[src/rtl/celement_rr_arb_if.sv]
// Handshake bundle between the requesters, the round-robin arbiter and the shared C-element stage.
interface celement_rr_arb_if #(
  parameter int NREQ = 4
);
  localparam int GW = (NREQ > 1) ? $clog2(NREQ) : 1;

  logic [NREQ-1:0] SENDIN;
  logic [NREQ-1:0] EXBIN;
  logic [NREQ-1:0] ACKOUT;
  logic            SENDOUT;
  logic            EXBOUT;
  logic            ACKIN;
  logic            LOPEN;
  logic [GW-1:0]   GNT;
  logic            ERR;

  modport slave (
    input  SENDIN, EXBIN, ACKIN,
    output ACKOUT, SENDOUT, EXBOUT, LOPEN, GNT, ERR
  );

  modport master (
    output SENDIN, EXBIN, ACKIN,
    input  ACKOUT, SENDOUT, EXBOUT, LOPEN, GNT, ERR
  );
endinterface

[src/rtl/celement_rr_arb.sv]
// Round-robin arbiter in front of a shared 4-phase C-element stage; async inputs are synchronized.
// Optional SEND watchdog enabled by macro CELEMENT_RR_ARB_TIMEOUT_EN.
module celement_rr_arb #(
  parameter int NREQ        = 4,
  parameter int SYNC_STAGES = 2,
  parameter int TIMEOUT_CYC = 255
) (
  input  logic              CLK,
  input  logic              RESETN,
  celement_rr_arb_if.slave  arb
);
  localparam int GW = (NREQ > 1) ? $clog2(NREQ) : 1;

  if (NREQ < 2 || NREQ > 8 || SYNC_STAGES < 2 || TIMEOUT_CYC < 1) begin : g_param_check
    $error("celement_rr_arb: illegal parameter set");
  end

  typedef enum logic [1:0] {
    S_IDLE  = 2'd0,
    S_SEND  = 2'd1,
    S_ACKUP = 2'd2
  } state_t;

  state_t          r_state;
  logic [NREQ-1:0] r_send_sync [SYNC_STAGES];
  logic            r_ack_sync  [SYNC_STAGES];
  logic [GW-1:0]   r_last;
  logic [GW-1:0]   r_gnt;
  logic            r_exb;
  logic            r_sendout;
  logic            r_lopen;
  logic [NREQ-1:0] r_ackout;

  logic [NREQ-1:0] w_send_s;
  logic            w_ack_s;
  logic            w_any;
  logic [GW-1:0]   w_next;
  logic [NREQ-1:0] w_gnt_onehot;

  always_ff @(posedge CLK or negedge RESETN) begin
    if (!RESETN) begin
      for (int unsigned s = 0; s < SYNC_STAGES; s++) begin
        r_send_sync[s] <= '0;
        r_ack_sync[s]  <= 1'b0;
      end
    end else begin
      r_send_sync[0] <= arb.SENDIN;
      r_ack_sync[0]  <= arb.ACKIN;
      for (int unsigned s = 1; s < SYNC_STAGES; s++) begin
        r_send_sync[s] <= r_send_sync[s-1];
        r_ack_sync[s]  <= r_ack_sync[s-1];
      end
    end
  end

  assign w_send_s     = r_send_sync[SYNC_STAGES-1];
  assign w_ack_s      = r_ack_sync[SYNC_STAGES-1];
  assign w_gnt_onehot = NREQ'(1) << r_gnt;

  // Search starts one past the last winner, so the most recent grant has lowest priority.
  always_comb begin
    int unsigned idx;
    idx    = 0;
    w_any  = 1'b0;
    w_next = '0;
    for (int unsigned k = 1; k <= NREQ; k++) begin
      idx = (int'(r_last) + k) % NREQ;
      if (!w_any && w_send_s[idx]) begin
        w_any  = 1'b1;
        w_next = GW'(idx);
      end
    end
  end

`ifdef CELEMENT_RR_ARB_TIMEOUT_EN
  localparam int CW = $clog2(TIMEOUT_CYC + 1);
  logic [CW-1:0] r_to_cnt;
  logic          r_err;
  assign arb.ERR = r_err;
`else
  assign arb.ERR = 1'b0;
`endif

  always_ff @(posedge CLK or negedge RESETN) begin
    if (!RESETN) begin
      r_state   <= S_IDLE;
      r_last    <= GW'(NREQ - 1);
      r_gnt     <= '0;
      r_exb     <= 1'b0;
      r_sendout <= 1'b0;
      r_lopen   <= 1'b0;
      r_ackout  <= '0;
`ifdef CELEMENT_RR_ARB_TIMEOUT_EN
      r_to_cnt  <= '0;
      r_err     <= 1'b0;
`endif
    end else begin
      case (r_state)
        S_IDLE: begin
          if (w_any && !w_ack_s) begin
            r_gnt     <= w_next;
            r_exb     <= arb.EXBIN[w_next];
            r_sendout <= 1'b1;
            r_lopen   <= 1'b1;
            r_state   <= S_SEND;
`ifdef CELEMENT_RR_ARB_TIMEOUT_EN
            r_to_cnt  <= '0;
`endif
          end
        end
        S_SEND: begin
          // A requester dropping SENDIN here is a protocol violation and is ignored.
          if (w_ack_s) begin
            r_sendout <= 1'b0;
            r_ackout  <= w_gnt_onehot;
            r_state   <= S_ACKUP;
          end
`ifdef CELEMENT_RR_ARB_TIMEOUT_EN
          else if (r_to_cnt == CW'(TIMEOUT_CYC - 1)) begin
            r_err     <= 1'b1;
            r_sendout <= 1'b0;
            r_ackout  <= w_gnt_onehot;
            r_state   <= S_ACKUP;
          end else begin
            r_to_cnt  <= r_to_cnt + 1'b1;
          end
`endif
        end
        S_ACKUP: begin
          if (!w_send_s[r_gnt] && !w_ack_s) begin
            r_ackout <= '0;
            r_lopen  <= 1'b0;
            r_last   <= r_gnt;
            r_state  <= S_IDLE;
          end
        end
        default: r_state <= S_IDLE;
      endcase
    end
  end

  assign arb.SENDOUT = r_sendout;
  assign arb.EXBOUT  = r_exb;
  assign arb.LOPEN   = r_lopen;
  assign arb.ACKOUT  = r_ackout;
  assign arb.GNT     = r_gnt;
endmodule

[src/flat_wrapper.sv]
// flat-port wrapper written by rule: the top's interface ports become plain ports
module celement_rr_arb_flat 
#(
  parameter int NREQ        = 4,
  parameter int SYNC_STAGES = 2,
  parameter int TIMEOUT_CYC = 255
)
  (CLK, RESETN, arb_SENDIN, arb_EXBIN, arb_ACKIN, arb_ACKOUT, arb_SENDOUT, arb_EXBOUT, arb_LOPEN, arb_GNT, arb_ERR);
  celement_rr_arb_if #(.NREQ(NREQ)) arb_i ();
  input  logic CLK;
  input  logic RESETN;
  input wire logic [$bits(arb_i.SENDIN)-1:0] arb_SENDIN;
  input wire logic [$bits(arb_i.EXBIN)-1:0] arb_EXBIN;
  input wire logic [$bits(arb_i.ACKIN)-1:0] arb_ACKIN;
  output wire logic [$bits(arb_i.ACKOUT)-1:0] arb_ACKOUT;
  output wire logic [$bits(arb_i.SENDOUT)-1:0] arb_SENDOUT;
  output wire logic [$bits(arb_i.EXBOUT)-1:0] arb_EXBOUT;
  output wire logic [$bits(arb_i.LOPEN)-1:0] arb_LOPEN;
  output wire logic [$bits(arb_i.GNT)-1:0] arb_GNT;
  output wire logic [$bits(arb_i.ERR)-1:0] arb_ERR;
  assign arb_i.SENDIN = arb_SENDIN;
  assign arb_i.EXBIN = arb_EXBIN;
  assign arb_i.ACKIN = arb_ACKIN;
  assign arb_ACKOUT = arb_i.ACKOUT;
  assign arb_SENDOUT = arb_i.SENDOUT;
  assign arb_EXBOUT = arb_i.EXBOUT;
  assign arb_LOPEN = arb_i.LOPEN;
  assign arb_GNT = arb_i.GNT;
  assign arb_ERR = arb_i.ERR;
  celement_rr_arb #(.NREQ(NREQ), .SYNC_STAGES(SYNC_STAGES), .TIMEOUT_CYC(TIMEOUT_CYC)) u_core (.CLK(CLK), .RESETN(RESETN), .arb(arb_i));
endmodule
[config.mk]
export PLATFORM = sky130hd
export DESIGN_NAME = celement_rr_arb_flat
export DESIGN_NICKNAME = d
export VERILOG_FILES = /design/src/rtl/celement_rr_arb_if.sv /design/src/rtl/celement_rr_arb.sv /design/src/flat_wrapper.sv
export SDC_FILE = /design/constraint.sdc
export NUM_CORES = 1
export LEC_CHECK = 0
export CAP_MARGIN = 15
export CORE_MARGIN = 3
export CORE_UTILIZATION = 60
export DETAILED_ROUTE_END_ITERATION = 10
export DONT_BUFFER_PORTS = 1
export GPL_ROUTABILITY_DRIVEN = 1
export HOLD_SLACK_MARGIN = 0.15
export PLACE_DENSITY = 0.73
export RECOVER_POWER = 100
export REMOVE_ABC_BUFFERS = 1
export SLEW_MARGIN = 20
export SYNTH_ARGS = -nofsm -noshare
export SYNTH_HDL_FRONTEND = slang
export SYNTH_SLANG_ARGS = --single-unit
[constraint.sdc]
create_clock -name CLK -period 2 [get_ports CLK]
set_input_delay 0.4 -clock CLK [delete_from_list [all_inputs] [get_ports CLK]]
set_output_delay 0.4 -clock CLK [all_outputs]
set_load 0.05 [all_outputs]
==> metrics.md, run 1 <==
| Metric | Value |
|---|---|
| Worst rel slew slack | `a little over a fifth` |
| Post CTS Setup Buffer Count | `0` |
| Max Cap Viol | `0` |
| Post-Route WL | `around 2100 um` |
| First-pass iteration count of the detailed router | `4` |
| Slew Viols, Final | `0` |
| Share of cells above drive strength 1 | `20.8%` |
| Detail Placement HPWL | `approximately 1400 um` |
| IO Port Bufs | `0` |
| Crit path required time | `about 2.2 ns` |
| Async SR Flop Fraction | `100%` |
| CTS clk-pin slew, worst paths | `around 0.13 ns` |
| Hold endpoint | `u_core.arb.EXBOUT$_DFFE_PN0P_` |
| Peak VDD IR | `around 1.0 mV` |
| Post-synthesis mux area share | `around a tenth` |
| Wire per inst | `between 15 and 20 um` |
| Top cells by count, synth | `21 x dfrtp_1, 7 x inv_1, 6 x mux2_2, 6 x nor2_1, 5 x a21oi_1` |
| Complex-gate fraction of the synthesized area | `between 10% and 20%` |
| Setup violation total in the final timing report | `0` |
| Dpl cell area | `approximately 1100 um2` |
| Pre-CTS WS | `around 0.15 ns` |
| Layout overhead on the synthesized area | `13.1%` |
| Power per cell area | `around 1600 nW/um2` |
| Crit path DAT | `between 2 and 2.5 ns` |
| Post-placement cell count | `roughly 120` |
| Mapped Area | `1070 um2` |
| Core Util, Final | `between 70% and 80%` |
| Synth top area cells | `dfrtp_1 49%, mux2_2 6.3%, dfstp_2 4.9%, ha_1 3.5%, inv_1 2.5%` |
| Width of the die | `48.2 um` |
| Fin nets | `121` |
| Max clock buf depth | `2` |
| FMAX | `roughly 540 MHz` |
| Share of the synthesized area in the top cell type | `about half` |
| Critical Path Start Type | `register` |
| Leakage power | `approximately 0.00054 uW` |
| Least-Margin Pin Slew | `1.19 ns` |
| Worst hold stages | `3` |
| Inserted Clock Buffers | `3` |
| Vias per inst | `5.81` |
| I/O pin total | `21` |
| Remaining DRCs | `0` |
| Leading cell type by number of instances after synthesis | `dfrtp_1` |
| Syn Inst Count | `93` |
| RSZ-0062 raised after global routing | `no` |
| Post-Synth Simple-Gate Area | `12.0%` |
| R2r setup slk | `0.14 ns` |
| Post-Synth Adder-Cell Area | `3.52%` |
| Footprint of the multi-input gates | `453 um2` |
| Fin cells | `130` |
| Hold wc startpoint | `arb_EXBIN[1]` |
| Initial DRC count | `14` |
| Worst skew pair latency | `0.31 ns` |
| CP Max Fanout | `6` |
| Syn avg cell area | `11.5 um2` |
| Number of global-route vias before repair | `between 600 and 700` |
| Starting Density | `between 60% and 70%` |
| Yosys warns | `0` |
| Post-synth EDFFs | `0` |
| Clk sinks | `23` |
| Pin count of the biggest net entering global routing | `24` |
| Crit path cell chain | `mux4_2, or2_4, a21oi_4, mux2_2` |
| GRT Residual Overflow | `0` |
| Fin crit period | `1.86 ns` |
| Main combinational cell family by area after synthesis | `compound AO/OA/AOI/OAI gates` |
| Outcome | `complete, no violations` |
| FP Rows | `14` |
| Final Hold Fails | `0` |
| Setup CP Type | `reg2reg` |
| R2R Path Start | `u_core.w_send_s[2]$_DFF_PN0_` |
| Setup TNS | `0 ns` |
| Initial antenna violation count | `0` |
| FF+latch count, synth | `23` |
| Antenna diodes | `0` |
| Crit-path slowest cell | `mux4_2` |
| Post-Synth XOR/XNOR Area | `0%` |
| Critical Path Max Stage Delay | `0.47 ns` |
| Root buffer cell | `clkbuf_4` |
| Ys flop type | `dfrtp_1` |
| Fill cells | `about 110` |
| First-pass GRT wire length | `between 3000 and 4000 um` |
| Routability cong. | `0.915` |
| Final setup margin | `between 0.1 and 0.15 ns` |
| Die H | `~48 um` |
| TritonCTS clock tree | `yes` |
| CP endpoint kind | `register` |
| Storage element area | `578 um2` |
| Total track usage | `approximately 20%` |
| # H-tree levels | `1` |
| DRT antenna net count | `0` |
| Total number of vias | `755` |
| Synth unique cells | `35` |
| Cell taking the most area after synthesis | `dfrtp_1` |
| Hold Crit Class | `in2reg` |
| Worst path bufs/invs | `0` |
| Final period util | `about 93%` |
| Crit Reg-Reg Endpoint | `u_core.arb.ACKOUT[1]$_DFFE_PN0P_` |
| Sequential element share of the synthesized area | `between 50% and 60%` |
| Worst path top cell family by delay | `multiplexers` |
| Die area | `roughly 2300 um2` |
| Cells on worst reg2reg path | `4` |
| Core area | `approximately 1600 um2` |
| Clk_skew | `0.00251 ns` |
| Post-route cell area | `around 1200 um2` |
-- through the flow --
step	power (uW)	hold slack [ns]
after detailed placement	1660	0.105
after global placement	1640	0.105
final	1900	0.360
after CTS	1890	0.363
after global routing	2010	0.358
after floorplan	1480	0.104
-- worst reg2reg max path, stage by stage (launching register included) --
cell	delay [ns]
dfrtp_1	0.44
mux4_2	0.47
or2_4	0.28
a21oi_4	0.21
mux2_2	0.36
-- worst max-delay path by stage --
| stage | startpoint | end | slack, ns | cells after the start |
|---|---|---|---|---|
| 2_1_floorplan | u_core.arb.GNT[1]$_DFFE_PN0P_ | u_core.arb.ACKOUT[1]$_DFFE_PN0P_ | -0.18 | 4 |
| 3_3_place_gp | u_core.r_last[1]$_DFFE_PN1P_ | u_core.arb.EXBOUT$_DFFE_PN0P_ | 0.15 | 5 |
| 3_5_place_dp | u_core.r_last[1]$_DFFE_PN1P_ | u_core.arb.EXBOUT$_DFFE_PN0P_ | 0.15 | 5 |
| 4_1_cts | u_core.r_last[1]$_DFFE_PN1P_ | u_core.arb.EXBOUT$_DFFE_PN0P_ | 0.13 | 5 |
| 5_1_grt | u_core.r_last[1]$_DFFE_PN1P_ | u_core.arb.EXBOUT$_DFFE_PN0P_ | 0.04 | 5 |
| 6_report | u_core.w_send_s[2]$_DFF_PN0_ | u_core.arb.ACKOUT[1]$_DFFE_PN0P_ | 0.14 | 4 |
-- layer usage --
layer  share of wire [%]  global-route usage [%]  vias to the layer above
met5                   0                       0                        -
met1                  46                    28.2                      366
met4                   0                    3.23                        0
met2                  49                    31.3                       30
met3                 4.6                    4.06                        0
li1                    -                       -                      359
-- report_power, final --
| part | internal, uW | switching [uW] |
|---|---|---|
| registers | 600 | 296 |
| clock network | 74.6 | 142 |
| logic | 332 | 452 |
-- layout make-up --
cell class	instances	area share, %
clock buffer	3	1.87
clock inverter	1	0.415
inverter	7	2.18
multi-input combinational	60	37.5
sequential	23	47.9
tap	24	2.49
timing repair buffer	12	7.67
-- placed cells by master, fill, tap and decap left out, drive strengths merged, types with 3 or more instances in the layout --
master,count
a21oi,6
nor2,6
clkbuf,7
o21ai,4
nand2b,4
or2,3
o22ai,3
inv,7
dlygate4sd3,6
ha,3
dfrtp,21
nand2,4
mux2,6
-- sequential cells by signal, indices dropped and copies added (netlist names) --
name	count
u_core.arb.ACKOUT	4
u_core.arb.EXBOUT	1
u_core.arb.GNT	2
u_core.arb.LOPEN	1
u_core.arb.SENDOUT	1
u_core.r_ack_sync	1
u_core.r_last	2
u_core.r_send_sync	4
u_core.r_state	2
u_core.w_ack_s	1
u_core.w_send_s	4
-- timing repair --
item,CTS,global route
resized for setup,0,1
endpoints found under the hold margin,28,21
setup endpoints to repair,0,1
hold buffers,6,1
-- cell families (layout without fill, tap and decap cells) --
logic type	count (synthesis)	after routing
AO/OA/AOI/OAI	25	25
flip-flops	23	23
AND/OR/NAND/NOR	23	23
buffers and inverters	10	23
multiplexers	8	8
adder cells (fa/ha/maj)	3	3
other	1	1
No activity file was read; power rests on OpenSTA's default activity.
==> run 2, diff against run 1 <==
--- a/config.mk
+++ b/config.mk
@@ -10,9 +10,9 @@
 export CORE_UTILIZATION = 60
 export DETAILED_ROUTE_END_ITERATION = 10
 export DONT_BUFFER_PORTS = 1
-export GPL_ROUTABILITY_DRIVEN = 1
+export GPL_ROUTABILITY_DRIVEN = 0
 export HOLD_SLACK_MARGIN = 0.15
-export PLACE_DENSITY = 0.73
+export PLACE_DENSITY = 0.76
 export RECOVER_POWER = 100
 export REMOVE_ABC_BUFFERS = 1
 export SLEW_MARGIN = 20
==> run 2 against run 1 <==
Cell count decreased by 1.5%; power decreased by 1.1%; clock power is 3% higher; utilization shrank 1.1 points; wire length down 2.4%; first-iteration DRC count is 7.1% higher; non-clock buffer count decreased by 2; critical path depth is the same; largest cell class unchanged.
==> metrics.md, run 2 (synthesis gave the netlist of run 1 again) <==
| Metric | Value |
|---|---|
| Outcome | `complete, no violations` |
| Number of global-route vias before repair | `743 (+10%)` |
| Slew Viols, Final | `0 (unchanged)` |
| Total track usage | `21.0% (+1.4 points)` |
| Hold Crit Class | `in2reg` |
| Vias per inst | `5.77 (-0.72%)` |
| RSZ-0062 raised after global routing | `no` |
| IO Port Bufs | `0 (unchanged)` |
| Final setup margin | `0.0503 ns (-0.0856 ns)` |
| Critical Path Max Stage Delay | `0.51 ns (+0.04 ns)` |
| Leakage power | `0.000524 uW (-2.7%)` |
| Width of the die | `48.2 um (unchanged)` |
| Commonest non-fill, non-tap cell in the layout | `dfrtp_1` |
| Initial antenna violation count | `0 (unchanged)` |
| Net Sw Power | `881 uW (-1.0%)` |
| Fin cells | `128 (-1.5%)` |
| Metal-1 WL | `888 um (-7.1%)` |
| Antenna diodes | `0 (unchanged)` |
| Root buffer cell | `clkbuf_4` |
| Final period util | `97.5% (+4.3 points)` |
| Worst path top cell family by delay | `multiplexers` |
| FP Rows | `14 (unchanged)` |
| Detail Placement HPWL | `1450 um (+6.4%)` |
| Setup violation total in the final timing report | `0 (unchanged)` |
| Crit path DAT | `2.16 ns (+0.09 ns)` |
| Worst path bufs/invs | `0 (unchanged)` |
| Pin count of the biggest net entering global routing | `24 (unchanged)` |
| Fin nets | `119 (-1.7%)` |
| Clock power frac | `11.9% (+0.5 points)` |
| Peak VDD IR | `1.04 mV (+2.5%)` |
| Least-Margin Pin Slew | `0.974 ns (-0.212 ns)` |
| Clk sinks | `23 (unchanged)` |
| Crit-path slowest cell | `mux4_2` |
| Inserted Clock Buffers | `3 (unchanged)` |
| Wire per inst | `15.9 um (-0.88%)` |
| TritonCTS clock tree | `yes` |
| FMAX | `513 MHz (-4.4%)` |
| Clk_skew | `0.00866 ns (+0.00615 ns)` |
| Sw Ratio | `47.0% (about the same)` |
| Fill cells | `100 (-11%)` |
| Max Cap Viol | `0 (unchanged)` |
| CTS clk-pin slew, worst paths | `0.13 ns (about the same)` |
| Post CTS Setup Buffer Count | `0 (unchanged)` |
| Crit path required time | `2.21 ns (about the same)` |
| Pre-CTS WS | `0.126 ns (-0.0209 ns)` |
| Remaining DRCs | `0 (unchanged)` |
| Initial DRC count | `15 (+1)` |
| Comb pwr share | `40.1% (-1.2 points)` |
| Layout overhead on the synthesized area | `11.5%` |
| CP endpoint kind | `register` |
| GRT Residual Overflow | `0 (unchanged)` |
| # H-tree levels | `1 (unchanged)` |
| Die H | `48.2 um (unchanged)` |
| Critical Path Start Type | `register` |
| First-pass iteration count of the detailed router | `6 (+2)` |
| Share of cells above drive strength 1 | `19.2% (-1.5 points)` |
| DRT antenna net count | `0 (unchanged)` |
| Fin crit period | `1.95 ns (+0.0856 ns)` |
| Int Power | `995 uW (-1.2%)` |
| Met3 wire len | `88 um (-8.3%)` |
| First-pass GRT wire length | `3280 um (+6.5%)` |
| Post-placement cell count | `118 (-0.84%)` |
| Worst rel slew slack | `34.9% (+14 points)` |
| Setup TNS | `0 ns (unchanged)` |
| Total number of vias | `738 (-2.3%)` |
| Most frequent cells in the layout | `21 x dfrtp_1, 7 x inv_1, 6 x mux2_2, 6 x nor2_1, 6 x dlygate4sd3_1` |
| Worst skew pair latency | `0.32 ns (about the same)` |
| Crit path cell chain | `mux4_2, or2_4, a21oi_2, mux2_2` |
| Post-Route WL | `2030 um (-2.4%)` |
| WL met2 | `1030 um (+0.19%)` |
| Starting Density | `67.0% (unchanged)` |
| Top routing layer used | `met4` |
| Power, Total | `1880 uW (-1.1%)` |
| Max clock buf depth | `2 (unchanged)` |
| I/O pin total | `21 (unchanged)` |
| CP Max Fanout | `6 (unchanged)` |
| Power per cell area | `1580 nW/um2 (+0.37%)` |
| Die area | `2320 um2 (unchanged)` |
| Final Hold Fails | `0 (unchanged)` |
| Power share of the sequential group | `48.0% (+0.7 points)` |
| Core area | `1590 um2 (unchanged)` |
| Setup CP Type | `reg2reg` |
## run 2: power by group through the flow
stage                     Combinational, uW  Clock (uW)  Sequential [uW]
final                                   752         224              900
after floorplan                         518           0              966
after global placement                  728           0              904
after global routing                    828         248              921
after CTS                               777         229              898
after detailed placement                753           0              910
## run 2: repair_timing
item | in CTS | in global routing
setup endpoints to repair | 0 | 1
resized for setup | 0 | 1
hold endpoints to repair | 28 | 0
hold buffers | 6 | 0
## run 2: final timing paths
kind	start	to	slack (ns)	cells past startpoint
setup / recovery	u_core.w_send_s[3]$_DFF_PN0_	u_core.arb.ACKOUT[3]$_DFFE_PN0P_	0.05	4
hold / removal	arb_EXBIN[2]	u_core.arb.EXBOUT$_DFFE_PN0P_	0.35	2
setup reg to reg	u_core.w_send_s[3]$_DFF_PN0_	u_core.arb.ACKOUT[3]$_DFFE_PN0P_	0.05	4
hold reg to reg	u_core.r_send_sync[7]$_DFF_PN0_	u_core.w_send_s[3]$_DFF_PN0_	0.36	0
max in group asynchronous	RESETN	u_core.w_ack_s$_DFF_PN0_	0.74	1
min in group asynchronous	RESETN	u_core.arb.LOPEN$_DFFE_PN0P_	0.66	1
## run 2: cell type report
cell class / instances / area (um2) / area share [%]
clock inverters: 1 / 7.51 / 0.631
repair buffers: 10 / 80.1 / 6.73
flip-flops and latches: 23 / 578 / 48.6
clock buffers: 3 / 22.5 / 1.89
well taps: 24 / 30.0 / 2.52
inverters: 7 / 26.3 / 2.21
multi-input cells: 60 / 445 / 37.4
## run 2: metal layers
metal	vias up	global-route usage (%)
li1	350	-
met1	363	26.2
met2	22	34.6
met3	3	5.17
met4	0	8.60
met5	-	0
## run 2: through the flow
| stage | instance area [um2] | utilization [%] | hold slack, ns |
|---|---|---|---|
| floorplan | 1050 | - | 0.104 |
| global placement | 1110 | 69.7 | 0.105 |
| detailed placement | 1110 | 69.7 | 0.105 |
| CTS | 1200 | 75.4 | 0.342 |
| global route | 1190 | 74.6 | 0.340 |
| finish | 1190 | 74.6 | 0.345 |
==> run 3, diff against run 2 <==
--- a/config.mk
+++ b/config.mk
@@ -5,7 +5,8 @@
 export SDC_FILE = /design/constraint.sdc
 export NUM_CORES = 1
 export LEC_CHECK = 0
-export CAP_MARGIN = 15
+export ABC_AREA = 1
+export CAP_MARGIN = 5
 export CORE_MARGIN = 3
 export CORE_UTILIZATION = 60
 export DETAILED_ROUTE_END_ITERATION = 10
==> run 3 against run 2 <==
Hold slack improved by 0.014 ns; critical path type unchanged; utilization fell by 5.3 points; largest power group is now combinational logic; cell count is 50% higher; global-route usage decreased by 0.25 points; flip-flop and latch count is the same; design area rose by 16%; combinational power up 80%; clock power shrank 8.9%.
==> metrics.md, run 3 <==
| Metric | Value |
|---|---|
| Setup CP Type | `reg2reg` |
| Leading cell type by number of instances after synthesis | `nand2_1` |
| Post-Synth Adder-Cell Area | `2.94% (-0.57 points)` |
| Final Hold Fails | `0 (unchanged)` |
| Final period util | `89.8% (-7.6 points)` |
| Max Cap Viol | `0 (unchanged)` |
| Peak VDD IR | `1.01 mV (-2.3%)` |
| Crit path cell chain | `inv_6, nand2_2, nand2_2, nand2_1, nand2_4, nor2_8, nand2_2, nor2_2, nand2_1, nand2_2, inv_1, nand2_1, nand2_1, nand2_1, nand2_1` |
| Syn Inst Count | `156 (+68%)` |
| Critical Path Start Type | `register` |
| Post CTS Setup Buffer Count | `0 (unchanged)` |
| Post-Synth Simple-Gate Area | `33.9% (+22 points)` |
| Max clock buf depth | `2 (unchanged)` |
| Post-route cell area | `1380 um2 (+16%)` |
| Hold Crit Class | `reg2reg` |
| Share of cells above drive strength 1 | `18.2% (-1.0 points)` |
| Crit Reg-Reg Endpoint | `u_core.arb.EXBOUT$_DFFE_PN0P_` |
| I/O pin total | `21 (unchanged)` |
| TritonCTS clock tree | `yes` |
| Crit path DAT | `2.01 ns (-0.15 ns)` |
| Root buffer cell | `clkbuf_4` |
| Initial antenna violation count | `0 (unchanged)` |
| Setup violation total in the final timing report | `0 (unchanged)` |
| Worst path depth | `15 (+11)` |
| Clk_skew | `0.0120 ns (+0.00335 ns)` |
| CTS clk-pin slew, worst paths | `0.12 ns (about the same)` |
| Top cells by count, synth | `49 x nand2_1, 21 x dfrtp_1, 16 x inv_1` |
| Wire per inst | `12.4 um (-22%)` |
| Detail Placement HPWL | `1780 um (+22%)` |
| First-pass iteration count of the detailed router | `4 (-2)` |
| Post-Synth XOR/XNOR Area | `0% (unchanged)` |
| Post-synthesis mux area share | `0% (-9.4 points)` |
| Starting Density | `64.3% (-2.6 points)` |
| GRT Residual Overflow | `0 (unchanged)` |
| Power, Total | `2510 uW (+34%)` |
| Dpl cell area | `1300 um2 (+17%)` |
| Total number of vias | `989 (+34%)` |
| Async SR Flop Fraction | `100% (unchanged)` |
| # H-tree levels | `1 (unchanged)` |
| FMAX | `557 MHz (+8.5%)` |
| Syn avg cell area | `8.17 um2 (-29%)` |
| IO Port Bufs | `0 (unchanged)` |
| Layout overhead on the synthesized area | `7.85%` |
| Storage element area | `578 um2 (unchanged)` |
| Hold Buf Count CTS | `6 (unchanged)` |
| FP Rows | `16 (+2)` |
| Mapped Area | `1270 um2 (+19%)` |
| Setup TNS | `0 ns (unchanged)` |
| First-pass GRT wire length | `4180 um (+27%)` |
| Worst path bufs/invs | `2 (+2)` |
| Commonest non-fill, non-tap cell in the layout | `nand2_1` |
| DRT antenna net count | `0 (unchanged)` |
| Most frequent CP cell | `nand2_1` |
| PostCTS Resize Cnt | `0 (unchanged)` |
| Inserted Clock Buffers | `3 (unchanged)` |
| Ys flop type | `dfrtp_1` |
| Initial DRC count | `26 (+11)` |
| FF+latch count, synth | `23 (unchanged)` |
| Total track usage | `20.7% (-0.25 points)` |
| Power per cell area | `1830 nW/um2 (+16%)` |
| Crit-path slowest cell | `dfstp_2` |
| Main combinational cell family by area after synthesis | `simple AND/OR/NAND/NOR gates` |
| Pin count of the biggest net entering global routing | `24 (unchanged)` |
| Remaining DRCs | `0 (unchanged)` |
| Die area | `2710 um2 (+17%)` |
| Fill cells | `154 (+54%)` |
| Critical path startpoint | `u_core.r_last[0]$_DFFE_PN1P_` |
| Synth unique cells | `27 (-23%)` |
| Width of the die | `52.1 um (+8.1%)` |
| Complex-gate fraction of the synthesized area | `9.42% (-7.2 points)` |
| Worst skew pair latency | `0.31 ns (about the same)` |
| Worst path top cell family by delay | `simple AND/OR/NAND/NOR gates` |
| Synth top area cells | `dfrtp_1 41%, nand2_1 14%, nand2_2 5.4%, inv_1 4.7%, dfstp_2 4.1%` |
| RSZ-0062 raised after global routing | `no` |
| Leakage power | `0.000706 uW (+35%)` |
| Least-Margin Pin Slew | `0.971 ns (-0.00300 ns)` |
| Fin crit period | `1.80 ns (-0.153 ns)` |
| Cells on worst reg2reg path | `15 (+11)` |
| Post-Route WL | `2370 um (+17%)` |
| Footprint of the multi-input gates | `587 um2 (+32%)` |
| Post-synth EDFFs | `0 (unchanged)` |
| Core area | `1980 um2 (+24%)` |
| Vias per inst | `5.15 (-11%)` |
| CP endpoint kind | `register` |
| Sequential element share of the synthesized area | `45.3% (-8.8 points)` |
| CP Max Fanout | `9 (+3)` |
| Critical Path Max Stage Delay | `0.66 ns (+0.15 ns)` |
| Hold slack | `0.359 ns (+0.0139 ns)` |
| Number of global-route vias before repair | `1011 (+36%)` |
| R2r setup slk | `0.20 ns (+0.15 ns)` |
| Antenna diodes | `0 (unchanged)` |
| Outcome | `complete, no violations` |
| R2R Path Start | `u_core.r_last[0]$_DFFE_PN1P_` |
| Worst rel slew slack | `35.1% (+0.20 points)` |
| Yosys warns | `0 (unchanged)` |
| Clk sinks | `23 (unchanged)` |
| Fin nets | `180 (+51%)` |
| Most frequent cells in the layout | `50 x nand2_1, 21 x dfrtp_1, 16 x inv_1` |
| Share of the synthesized area in the top cell type | `41.2% (-8.0 points)` |
| Worst Setup EP | `u_core.arb.EXBOUT$_DFFE_PN0P_` |
| Slew Viols, Final | `0 (unchanged)` |
| Cell taking the most area after synthesis | `dfrtp_1` |
| Crit path required time | `2.21 ns (about the same)` |
| Die H | `52.1 um (+8.1%)` |
==> run 3: per-layer routing <==
layer  part of all wire (%)  GRT usage, %
met4                    1.2          6.55
met5                      0             0
met2                     48          36.4
met3                    5.8          4.58
met1                     44          25.0
==> run 3: area by class of cell <==
class / count / share of cell area (%)
clock inverters: 1 / 0.364
multi-input cells: 110 / 42.7
repair buffers: 8 / 5.00
clock buffers: 3 / 1.64
flip-flops and latches: 23 / 42.0
inverters: 20 / 5.82
well taps: 27 / 2.46
==> run 3: worst min-delay path by stage <==
| stage | depth (start not counted) | from | end |
|---|---|---|---|
| CTS | 0 | u_core.r_send_sync[4]$_DFF_PN0_ | u_core.w_send_s[0]$_DFF_PN0_ |
| global placement | 0 | RESETN | u_core.arb.EXBOUT$_DFFE_PN0P_ |
| floorplan | 0 | RESETN | u_core.arb.ACKOUT[0]$_DFFE_PN0P_ |
| detailed placement | 0 | RESETN | u_core.arb.GNT[1]$_DFFE_PN0P_ |
| finish | 0 | u_core.r_send_sync[4]$_DFF_PN0_ | u_core.w_send_s[0]$_DFF_PN0_ |
| global route | 0 | u_core.r_ack_sync[1]$_DFF_PN0_ | u_core.w_ack_s$_DFF_PN0_ |
==> run 3: through the flow <==
stage / worst slack (ns) / instances / utilization [%]
finish: 0.203 / 192 / 69.4
CTS: 0.213 / 192 / 70.0
global placement: 0.250 / 182 / 65.6
global route: 0.0224 / 192 / 69.4
floorplan: 0.300 / 153 / -
detailed placement: 0.211 / 182 / 65.6
==> run 3: logic make-up after synthesis <==
group,count (synthesis)
fa+ha+maj,3
other cells,1
compound gates,21
simple gates,85
flops,23
buf+inv,23
==> run 3: report_power, final <==
part	leakage (uW)	switching (uW)	internal (uW)	total [uW]
Combinational	0.000411	910	442	1350
Sequential	0.000278	351	606	957
Clock	0.0000177	129	74.7	204
